<file path="src/rtl/i2c_arb_pkg.sv">
// ---------------------------------------------------------------------------
// i2c_arb_pkg
// Shared definitions for the I2C request arbiter:
//   - arb_state_e : arbiter FSM state encoding
//   - SLAVE_W / REG_W / DATA_W : handler transaction field widths
//   - idx_width() : index width for a count of items, never below 1 bit
// ---------------------------------------------------------------------------
package i2c_arb_pkg;

    typedef enum logic [1:0] {
        S_IDLE  = 2'd0,
        S_ISSUE = 2'd1,
        S_WAIT  = 2'd2,
        S_RESP  = 2'd3
    } arb_state_e;

    localparam int SLAVE_W = 7;
    localparam int REG_W   = 8;
    localparam int DATA_W  = 8;

    // Width needed to index n items; a single item still needs one bit.
    function automatic int idx_width(input int n);
        return (n > 1) ? $clog2(n) : 1;
    endfunction

endpackage

</file>
<file path="src/rtl/rr_priority_pick.sv">
// ---------------------------------------------------------------------------
// rr_priority_pick
// Combinational round-robin picker: returns the first set request bit found
// searching upward from ptr, wrapping at N_REQ (not at a power of two).
// Ports:
//   req       in  N_REQ   request vector
//   ptr       in  IDX_W   index where the search starts (must be < N_REQ)
//   grant     out IDX_W   winning index (0 when nothing is requested)
//   any_valid out 1       at least one request bit is set
// ---------------------------------------------------------------------------
module rr_priority_pick
    import i2c_arb_pkg::*;
#(
    parameter int N_REQ = 3,
    parameter int IDX_W = idx_width(N_REQ)
) (
    input  logic [N_REQ-1:0] req,
    input  logic [IDX_W-1:0] ptr,
    output logic [IDX_W-1:0] grant,
    output logic             any_valid
);

    // One extra bit so ptr + offset (at most 2*N_REQ-2) never overflows.
    logic [IDX_W:0]   sum_s;
    logic [IDX_W-1:0] idx_s;

    // Rotating priority search starting at ptr.
    always_comb begin
        grant     = '0;
        any_valid = 1'b0;
        sum_s     = '0;
        idx_s     = '0;
        for (int k = 0; k < N_REQ; k++) begin
            sum_s     = {1'b0, ptr} + (IDX_W+1)'(k);
            idx_s     = (sum_s >= (IDX_W+1)'(N_REQ)) ? IDX_W'(sum_s - (IDX_W+1)'(N_REQ))
                                                      : IDX_W'(sum_s);
            grant     = (!any_valid && req[idx_s]) ? idx_s : grant;
            any_valid = any_valid | req[idx_s];
        end
    end

endmodule

</file>
<file path="src/rtl/i2c_request_arbiter.sv">
// ---------------------------------------------------------------------------
// i2c_request_arbiter
// Shares one I2C register-transaction handler between N_REQ requesters.
// Round-robin grant in IDLE, latch the winner's transaction fields, pulse the
// handler's begin, wait for done (or give up after TIMEOUT_CYCLES), then
// return a one-cycle ack (+ timeout flag) to the winner.
// Ports:
//   i_clk, i_rst_n              clock; synchronous active-low reset
//   i_req/i_we      [N_REQ]     per-requester request level / write flag
//   i_slaveAddr     [7*N_REQ]   per-requester slave address, slice [7n+:7]
//   i_regAddr       [8*N_REQ]   per-requester register address, slice [8n+:8]
//   i_txData        [8*N_REQ]   per-requester write data, slice [8n+:8]
//   o_ack/o_timeout [N_REQ]     completion pulse and error flag to the winner
//   o_busy                      high whenever the FSM is not IDLE
//   o_hBegin                    one-cycle start pulse to the handler
//   o_hWriteEnable/o_hI2cAddress/o_hRegAddress/o_hTxData  latched fields
//   i_hDone                     one-cycle completion pulse from the handler
// All outputs are registered.
// ---------------------------------------------------------------------------
module i2c_request_arbiter
    import i2c_arb_pkg::*;
#(
    parameter int N_REQ          = 3,
    parameter int TIMEOUT_CYCLES = 100000
) (
    input  logic                     i_clk,
    input  logic                     i_rst_n,
    input  logic [N_REQ-1:0]         i_req,
    input  logic [N_REQ-1:0]         i_we,
    input  logic [SLAVE_W*N_REQ-1:0] i_slaveAddr,
    input  logic [REG_W*N_REQ-1:0]   i_regAddr,
    input  logic [DATA_W*N_REQ-1:0]  i_txData,
    output logic [N_REQ-1:0]         o_ack,
    output logic [N_REQ-1:0]         o_timeout,
    output logic                     o_busy,
    output logic                     o_hBegin,
    output logic                     o_hWriteEnable,
    output logic [SLAVE_W-1:0]       o_hI2cAddress,
    output logic [REG_W-1:0]         o_hRegAddress,
    output logic [DATA_W-1:0]        o_hTxData,
    input  logic                     i_hDone
);

    localparam int IDX_W = idx_width(N_REQ);
    localparam int CNT_W = idx_width(TIMEOUT_CYCLES);
    localparam logic [CNT_W-1:0] CNT_LAST      = CNT_W'(TIMEOUT_CYCLES - 1);
    localparam logic [IDX_W-1:0] IDX_LAST      = IDX_W'(N_REQ - 1);
    localparam logic [N_REQ-1:0] ONE_HOT_BASE  = N_REQ'(1);

    arb_state_e         state_r;
    arb_state_e         state_next_s;
    logic [IDX_W-1:0]   ptr_r;
    logic [IDX_W-1:0]   grant_r;
    logic [IDX_W-1:0]   pick_s;
    logic               any_valid_s;
    logic [CNT_W-1:0]   count_r;
    logic               timeout_hit_s;
    logic [N_REQ-1:0]   grant_onehot_s;
    logic [N_REQ-1:0]   ack_next_s;
    logic [N_REQ-1:0]   timeout_next_s;
    logic               begin_next_s;
    logic               busy_next_s;

    logic [SLAVE_W-1:0] slave_arr_s [N_REQ];
    logic [REG_W-1:0]   reg_arr_s   [N_REQ];
    logic [DATA_W-1:0]  data_arr_s  [N_REQ];

    // Split the packed per-requester buses into indexable arrays.
    for (genvar n = 0; n < N_REQ; n++) begin : g_unpack
        assign slave_arr_s[n] = i_slaveAddr[n*SLAVE_W +: SLAVE_W];
        assign reg_arr_s[n]   = i_regAddr[n*REG_W +: REG_W];
        assign data_arr_s[n]  = i_txData[n*DATA_W +: DATA_W];
    end

    rr_priority_pick #(
        .N_REQ (N_REQ),
        .IDX_W (IDX_W)
    ) u_pick (
        .req       (i_req),
        .ptr       (ptr_r),
        .grant     (pick_s),
        .any_valid (any_valid_s)
    );

    assign timeout_hit_s  = (count_r == CNT_LAST);
    assign grant_onehot_s = ONE_HOT_BASE << grant_r;

    // FSM state register.
    always_ff @(posedge i_clk) begin
        if (!i_rst_n) begin
            state_r <= S_IDLE;
        end else begin
            state_r <= state_next_s;
        end
    end

    // FSM next-state logic; done beats the timeout when both land together.
    always_comb begin
        state_next_s = state_r;
        case (state_r)
            S_IDLE: begin
                if (any_valid_s) begin
                    state_next_s = S_ISSUE;
                end else begin
                    state_next_s = S_IDLE;
                end
            end
            S_ISSUE: state_next_s = S_WAIT;
            S_WAIT: begin
                if (i_hDone || timeout_hit_s) begin
                    state_next_s = S_RESP;
                end else begin
                    state_next_s = S_WAIT;
                end
            end
            S_RESP:  state_next_s = S_IDLE;
            default: state_next_s = S_IDLE;
        endcase
    end

    // FSM output decode: next values for the registered control outputs.
    // Begin is registered out of ISSUE so it lands two edges after the
    // request is sampled; ack/timeout are registered on the WAIT->RESP move
    // so they appear one edge after done.
    always_comb begin
        ack_next_s     = '0;
        timeout_next_s = '0;
        begin_next_s   = 1'b0;
        busy_next_s    = (state_next_s != S_IDLE);
        case (state_r)
            S_ISSUE: begin_next_s = 1'b1;
            S_WAIT: begin
                if (state_next_s == S_RESP) begin
                    ack_next_s     = grant_onehot_s;
                    timeout_next_s = i_hDone ? '0 : grant_onehot_s;
                end else begin
                    ack_next_s     = '0;
                    timeout_next_s = '0;
                end
            end
            default: begin_next_s = 1'b0;
        endcase
    end

    // Registered control outputs.
    always_ff @(posedge i_clk) begin
        if (!i_rst_n) begin
            o_ack     <= '0;
            o_timeout <= '0;
            o_hBegin  <= 1'b0;
            o_busy    <= 1'b0;
        end else begin
            o_ack     <= ack_next_s;
            o_timeout <= timeout_next_s;
            o_hBegin  <= begin_next_s;
            o_busy    <= busy_next_s;
        end
    end

    // Grant/field latches, timeout counter and round-robin pointer.
    // Fields are captured only in IDLE and then held, because the handler
    // reads the slave address live for the whole transaction.
    always_ff @(posedge i_clk) begin
        if (!i_rst_n) begin
            ptr_r          <= '0;
            grant_r        <= '0;
            count_r        <= '0;
            o_hWriteEnable <= 1'b0;
            o_hI2cAddress  <= '0;
            o_hRegAddress  <= '0;
            o_hTxData      <= '0;
        end else begin
            case (state_r)
                S_IDLE: begin
                    if (any_valid_s) begin
                        grant_r        <= pick_s;
                        o_hWriteEnable <= i_we[pick_s];
                        o_hI2cAddress  <= slave_arr_s[pick_s];
                        o_hRegAddress  <= reg_arr_s[pick_s];
                        o_hTxData      <= data_arr_s[pick_s];
                    end
                end
                S_ISSUE: count_r <= '0;
                S_WAIT: begin
                    if (!i_hDone && !timeout_hit_s) begin
                        count_r <= count_r + CNT_W'(1);
                    end
                end
                S_RESP: ptr_r <= (grant_r == IDX_LAST) ? '0 : grant_r + IDX_W'(1);
                default: ptr_r <= ptr_r;
            endcase
        end
    end

endmodule

</file>
<file path="config.mk">
export PLATFORM = sky130hd
export DESIGN_NAME = i2c_request_arbiter
export DESIGN_NICKNAME = d
export VERILOG_FILES = /design/src/rtl/i2c_arb_pkg.sv /design/src/rtl/rr_priority_pick.sv /design/src/rtl/i2c_request_arbiter.sv
export SDC_FILE = /design/constraint.sdc
export NUM_CORES = 1
export LEC_CHECK = 0
export CAP_MARGIN = 30
export CORE_UTILIZATION = 44
export CTS_CLUSTER_DIAMETER = 80
export DETAILED_ROUTE_END_ITERATION = 6
export GPL_TIMING_DRIVEN = 0
export PLACE_DENSITY = 0.81
export SLEW_MARGIN = 20
export SYNTH_ARGS = -nofsm -noshare
export SYNTH_HDL_FRONTEND = slang
export SYNTH_SLANG_ARGS = --single-unit
</file>
<file path="constraint.sdc">
create_clock -name i_clk -period 2.9 [get_ports i_clk]
set_input_delay 0.435 -clock i_clk [delete_from_list [all_inputs] [get_ports i_clk]]
set_output_delay 0.435 -clock i_clk [all_outputs]
set_load 0.01 [all_outputs]
</file>
== Yosys cells after proc, flatten, opt, wreduce, memory -nomap -nowiden ==
Cells that the tools add are included.
Widths: inputs -> output; s select.

* Logic and storage cells: 86
* Bits in registers: 55
* Output and inout bits: 32
* Input port bits: 78

* Shifts and indexed selects: 1
* Add/subtract/negate cells: 7
* Multiplexer cells: 30
* $lt $le $gt $ge: 8
* Reduce and logical (&&, ||, !) cells: 15
* Equality and inequality tests: 7
* Bitwise gates (word level): 6

{| class="wikitable"
|+ Operators with widths
! kind !! count
|-
| $pmux 17 s2 || 1
|-
| $bmux 8 s2 || 2
|-
| $mux 8 || 4
|-
| $add 17x1->17 const B || 1
|-
| $eq 17x17->1 const B || 1
|-
| $mux 17 || 1
|-
| $bmux 7 s2 || 1
|-
| $mux 2 || 7
|-
| $mux 7 || 2
|-
| $lt 2x3->1 const B || 4
|-
| $bmux 1 s2 || 4
|-
| $eq 2x2->1 const B || 4
|-
| $pmux 2 s4 || 1
|-
| $mux 1 || 7
|-
| $ge 3x2->1 const B || 2
|-
| $sub 2x2->2 const B || 3
|-
| $logic_not 1->1 || 4
|-
| $reduce_and 2->1 || 2
|-
| $reduce_bool 2->1 || 2
|-
| $reduce_or 4->1 || 1
|-
| $add 2x1->3 const B || 1
|-
| $add 2x2->3 const B || 1
|-
| $ge 3x3->1 const B || 1
|-
| $logic_and 1x1->1 || 3
|-
| 11 further kinds || 14
|}

== Longest topological paths before layout ==
* Word-level depth: 13
* Mapped depth: 9
* Mapped depth without buffers: 7

== Modules after synthesis ==
Synthesis repeated with hierarchy kept, for this count alone.

* Cells, all modules: 346
* Area, all modules: 3075.4 µm²

{| class="wikitable"
|+ By module, submodules not included
! module !! times used !! sequential area each (µm²) !! area an instance (µm²) !! cells each
|-
| i2c_request_arbiter || 1 || 1101.1 || 2806.4 || 309
|-
| rr_priority_pick || 1 || 0.0 || 269.0 || 37
|}

== Worst setup path before layout ==
No wires, ideal clock.

* Path kind: flip-flop to flip-flop
* Start point: register ptr_r[0]
* End point: register o_hRegAddress[0]
* Library setup time: 0.133 ns
* Cell stages (with the launch flop): 9
* Arrival time: 1.874 ns
* Data required time: 2.767 ns
* Path slack: 0.893 ns
* Buffers on the path: 1
* Clock period less this slack: 2.007 ns
* Cell sequence: dfxtp_1 inv_1 ha_1 nand2b_1 a21oi_1 o221ai_2 buf_2 mux2i_1 o221ai_1

* Cells in the longest elaborated chain, start to end: 13
* Elaborated cells between the ends (all ways): 31
* Those cells by class: add/sub: 5; order compare: 3; mux: 15; bitwise: 3; reduce/logical: 5

{| class="wikitable"
|+ Ends and longest elaborated chain
! what !! RTL line !! RTL
|-
| start: declaration || i2c_request_arbiter.sv:52 || <nowiki>logic [IDX_W-1:0] ptr_r;</nowiki>
|-
| start signal: assignment || i2c_request_arbiter.sv:189 || <nowiki>S_RESP: ptr_r <= (grant_r == IDX_LAST) ? '0 : grant_r + IDX_W'(1);</nowiki>
|-
| start signal: assignment || i2c_request_arbiter.sv:190 || <nowiki>default: ptr_r <= ptr_r;</nowiki>
|-
| $add 2x1->3 || rr_priority_pick.sv:34 || <nowiki>sum_s = {1'b0, ptr} + (IDX_W+1)'(k);</nowiki>
|-
| $ge 3x2->1 / $sub 2x2->2 (equally long branches) || rr_priority_pick.sv:35 || <nowiki>idx_s = (sum_s >= (IDX_W+1)'(N_REQ)) ? IDX_W'(sum_s - (IDX_W+1)'(N_REQ))</nowiki>
|-
| $mux 2 || rr_priority_pick.sv:35 ||
|-
| $bmux 1 s2 || rr_priority_pick.sv:37, rr_priority_pick.sv:38 ||
|-
| $mux 1 (not written as such) || rr_priority_pick.sv:37, rr_priority_pick.sv:38 ||
|-
| $or 1x1->1 || rr_priority_pick.sv:38 || <nowiki>any_valid = any_valid | req[idx_s];</nowiki>
|-
| $logic_not 1->1 || rr_priority_pick.sv:37 || <nowiki>grant = (!any_valid && req[idx_s]) ? idx_s : grant;</nowiki>
|-
| $logic_and 1x1->1 || rr_priority_pick.sv:37 ||
|-
| $mux 2 || rr_priority_pick.sv:37 ||
|-
| $not 2->3 (not written as such) || i2c_request_arbiter.sv:179 || <nowiki>o_hRegAddress <= reg_arr_s[pick_s];</nowiki>
|-
| $bmux 8 s2 || i2c_request_arbiter.sv:179 ||
|-
| $mux 8 (not written as such) (2 in series) || i2c_request_arbiter.sv:179 ||
|-
| end signal: assignment || i2c_request_arbiter.sv:179 ||
|-
| end: declaration || i2c_request_arbiter.sv:39 || <nowiki>output logic [REG_W-1:0] o_hRegAddress,</nowiki>
|}

Parallel ways exist; a longest one is shown, timed or not. The select of a mux whose other input is x is not followed.
A chain may end at the register's enable or synchronous reset.

== Worst setup path in the final report ==
* Start point: register ptr_r[0]
* End point: register o_hRegAddress[3]

Same word-level chain as after synthesis.

==> results.cfg <==
[cells_and_area]
fill_cells = 527
synthToLayoutAreaGrowth_pct = 45.09
fin_area_sq_um = 4083
drive_gt1_share_pct = 4.706
final_cell_mix = 108 x clkdlybuf4s50_1, 55 x dfxtp_1, 32 x nand2_1, 31 x nand4_1, 28 x mux2i_1
instances_no_fill = 500
nNetsFinal = 510
layout_commonest_cell = clkdlybuf4s50_1
diodes = 0

[floorplanning]
start_util_pct = 46.43
ios = 110
rows = 28
die_width_um = 81.97
die_h_um = 81.97
dieArea_sq_um = 6719
coreArea_sq_um = 6061

[logic_synthesis]
synth_seq_area_share_pct = 39.13
synth-async-reset-ratio_pct = 0
synthesis.nets = 395
synth_flop_cell = dfxtp_1
yosysWarningCount = 0
ys_seq_elements = 55
synthCells = 309
syn_area_sq_um = 2814
synth.avg_cell_area_sq_um = 9.107
synth_edf_count = 0
synth_cell_type_count = 41

[clocking]
worstSkewPairLatency_ns = 0.32
root_buffer = clkbuf_8
htree_levels = 2
post_cts_buffers = 0
cts_tree = done
cts_hold_buf = 0
numCtsBuffers = 5
ctsLongestPathBuffers = 2
clkTransAtPathRegs_ns = 0.10
cts_sinks = 55
post_cts_resized = 0

[place]
port_buffers = 108
place_inst = 492
placed_area_sq_um = 3989
dp_hpwl_um = 6472
place_ws_ns = 0.2820
place.gp.congestion = 0.8419

[timing]
setup_viol = 0
tns_ns = 0
setup_slack_ns = 0.4687
period_share_pct = 83.84
drv_slew = 0
fin_skew_ns = 0.01083
tightestPinTransition_ns = 0.5512
fmax_mhz = 411.3
rsz0062_at_grt = false
period_needed_ns = 2.431
holdWs_ns = 0.5133
slew-limit-headroom_pct = 63.25
final_hold_viol_count = 0

[global_route]
grt_max_degree = 19
grt_first_pass_wirelength_um = 13050
antenna_found_initial = 0
grt.total_usage_pct = 25.45
grt-ovfl-total = 0
grt_pass1_vias = 2717

[routing]
wl_um = 8401
drc = 0
drt_first_pass_iters = 4
vias = 2826
ant_nets = 0
post_drt_wl_per_cell_um = 16.80
drt_iter0_drc = 115
via_per_inst = 5.652

[pwr]
p_sw_w = 0.0007155
p_int_w = 0.001437
netSwitchingFraction_pct = 33.23
power.share.clock_pct = 20.2
ir_worst_vdd_mv = 0.3531
p_leak_nw = 1.539
pwr_density_cell_nw_per_um2 = 527.3
combPwrFrac_pct = 37.6
p_seq_share_pct = 42.2

[critical_path]
cp-start-kind = flop
reg2reg_depth = 8
crit_path_max_fanout = 10
arrival_ns = 2.63
path_class = flop to flop
startpoint = ptr_r[0]$_SDFFE_PN0N_
crit_end = o_hRegAddress[3]$_SDFFE_PN0P_
end_kind = flop
r2r_end = o_hRegAddress[3]$_SDFFE_PN0P_
worstPathRequired_ns = 3.10
reg2reg_setup_slack_ns = 0.47
rr_startpoint = ptr_r[0]$_SDFFE_PN0N_

[min_path]
hold_class = flop to flop

[outcome]
status = finished, final reports clean

[job]
cap_violations = 0
## area by class of cell
cell class	instances	area (sq um)	area share, %
Buffer	22	101.3	2.482
Clock buffer	5	68.82	1.686
Timing Repair Buffer	108	1081	26.48
Inverter	7	26.28	0.6436
Tap cell	75	93.84	2.298
Clock inverter	3	25.02	0.6129
Multi-Input combinational cell	225	1585	38.83
Sequential cell	55	1101	26.97
## sequential cells by signal, summed over array words and instances (netlist names)
signal and cells:
o_hWriteEnable 1, o_busy 1, grant_r 2, o_ack 3
state_r 2, o_hTxData 8, ptr_r 2, o_hRegAddress 8
o_hI2cAddress 7, o_hBegin 1, count_r 17, o_timeout 3
## Yosys cell counts, types with 2 or more instances
library cell,number,area (sq um)
o32ai_1,2,17.52
nor3b_1,2,15.01
xor2_1,10,87.58
mux2i_1,28,280.3
and3_1,2,12.51
nand3_1,10,50.05
xnor2_1,5,43.79
and4_1,3,26.28
ha_1,8,100.1
buf_2,5,25.02
a21boi_0,2,15.01
nor2_1,23,86.33
nand2_1,32,120.1
dfxtp_1,55,1101
o21a_1,2,15.01
inv_1,7,26.28
nand4_1,31,193.9
and2_1,7,43.79
o221ai_1,24,210.2
buf_4,3,22.52
nor3_1,5,25.02
nor4b_1,2,17.52
nand2b_1,5,31.28
a21oi_1,4,20.02
clkbuf_1,13,48.80
nor2b_1,4,25.02
## kinds of logic after synthesis
kind of cell	Yosys count	share of synthesized area, %
muxes	28	9.960
AOI/OAI and AO/OA	43	12.85
xor gates and xnor gates	15	4.669
and+or+nand+nor	131	25.30
buffers and inverters	29	4.535
DFF	55	39.13
adders and majority gates	8	3.557
## per-layer routing
metal,track usage (%),vias to the layer above,wire length (um)
met5,0,-,0
met4,8.947,0,216
met3,5.778,23,496
met2,43.97,99,4193
met1,30.70,1326,3494
li1,-,1378,-
## power by group through the flow
stage	sequential [W]	combinational [W]	clock (W)
6_report	0.000908	0.000810	0.000435
2_1_floorplan	0.000961	0.000376	0
3_3_place_gp	0.000918	0.000792	0
4_1_cts	0.000907	0.000811	0.000450
5_1_grt	0.000919	0.000880	0.000479
3_5_place_dp	0.000924	0.000807	0
## worst max-delay path, stage by stage (launching register included)
cell,delay (ns)
dfxtp_1,0.38
inv_1,0.05
ha_1,0.37
nand2b_1,0.12
a21oi_1,0.08
o221ai_2,0.46
buf_2,0.40
mux2i_1,0.30
o221ai_1,0.14
## how the worst min path moves through the flow
stage | cells after the start | start | end
after global routing | 2 | o_hRegAddress[7]$_SDFFE_PN0P_ | o_hRegAddress[7]$_SDFFE_PN0P_
after CTS | 1 | grant_r[0]$_SDFFE_PN0P_ | o_timeout[0]$_SDFF_PP0_
after global placement | 1 | grant_r[0]$_SDFFE_PN0P_ | o_timeout[0]$_SDFF_PP0_
final | 1 | grant_r[0]$_SDFFE_PN0P_ | o_timeout[0]$_SDFF_PP0_
after detailed placement | 1 | grant_r[0]$_SDFFE_PN0P_ | o_timeout[0]$_SDFF_PP0_
after floorplan | 1 | grant_r[0]$_SDFFE_PN0P_ | o_timeout[0]$_SDFF_PP0_
## per-stage QoR
stage | total power [W] | utilization (%)
6_report | 0.002153 | 67.36
5_1_grt | 0.002279 | 67.36
4_1_cts | 0.002168 | 67.36
3_5_place_dp | 0.001731 | 65.81
3_3_place_gp | 0.001710 | 65.81
2_1_floorplan | 0.001337 | -
Note: power is estimated with default switching activity, not from simulation.
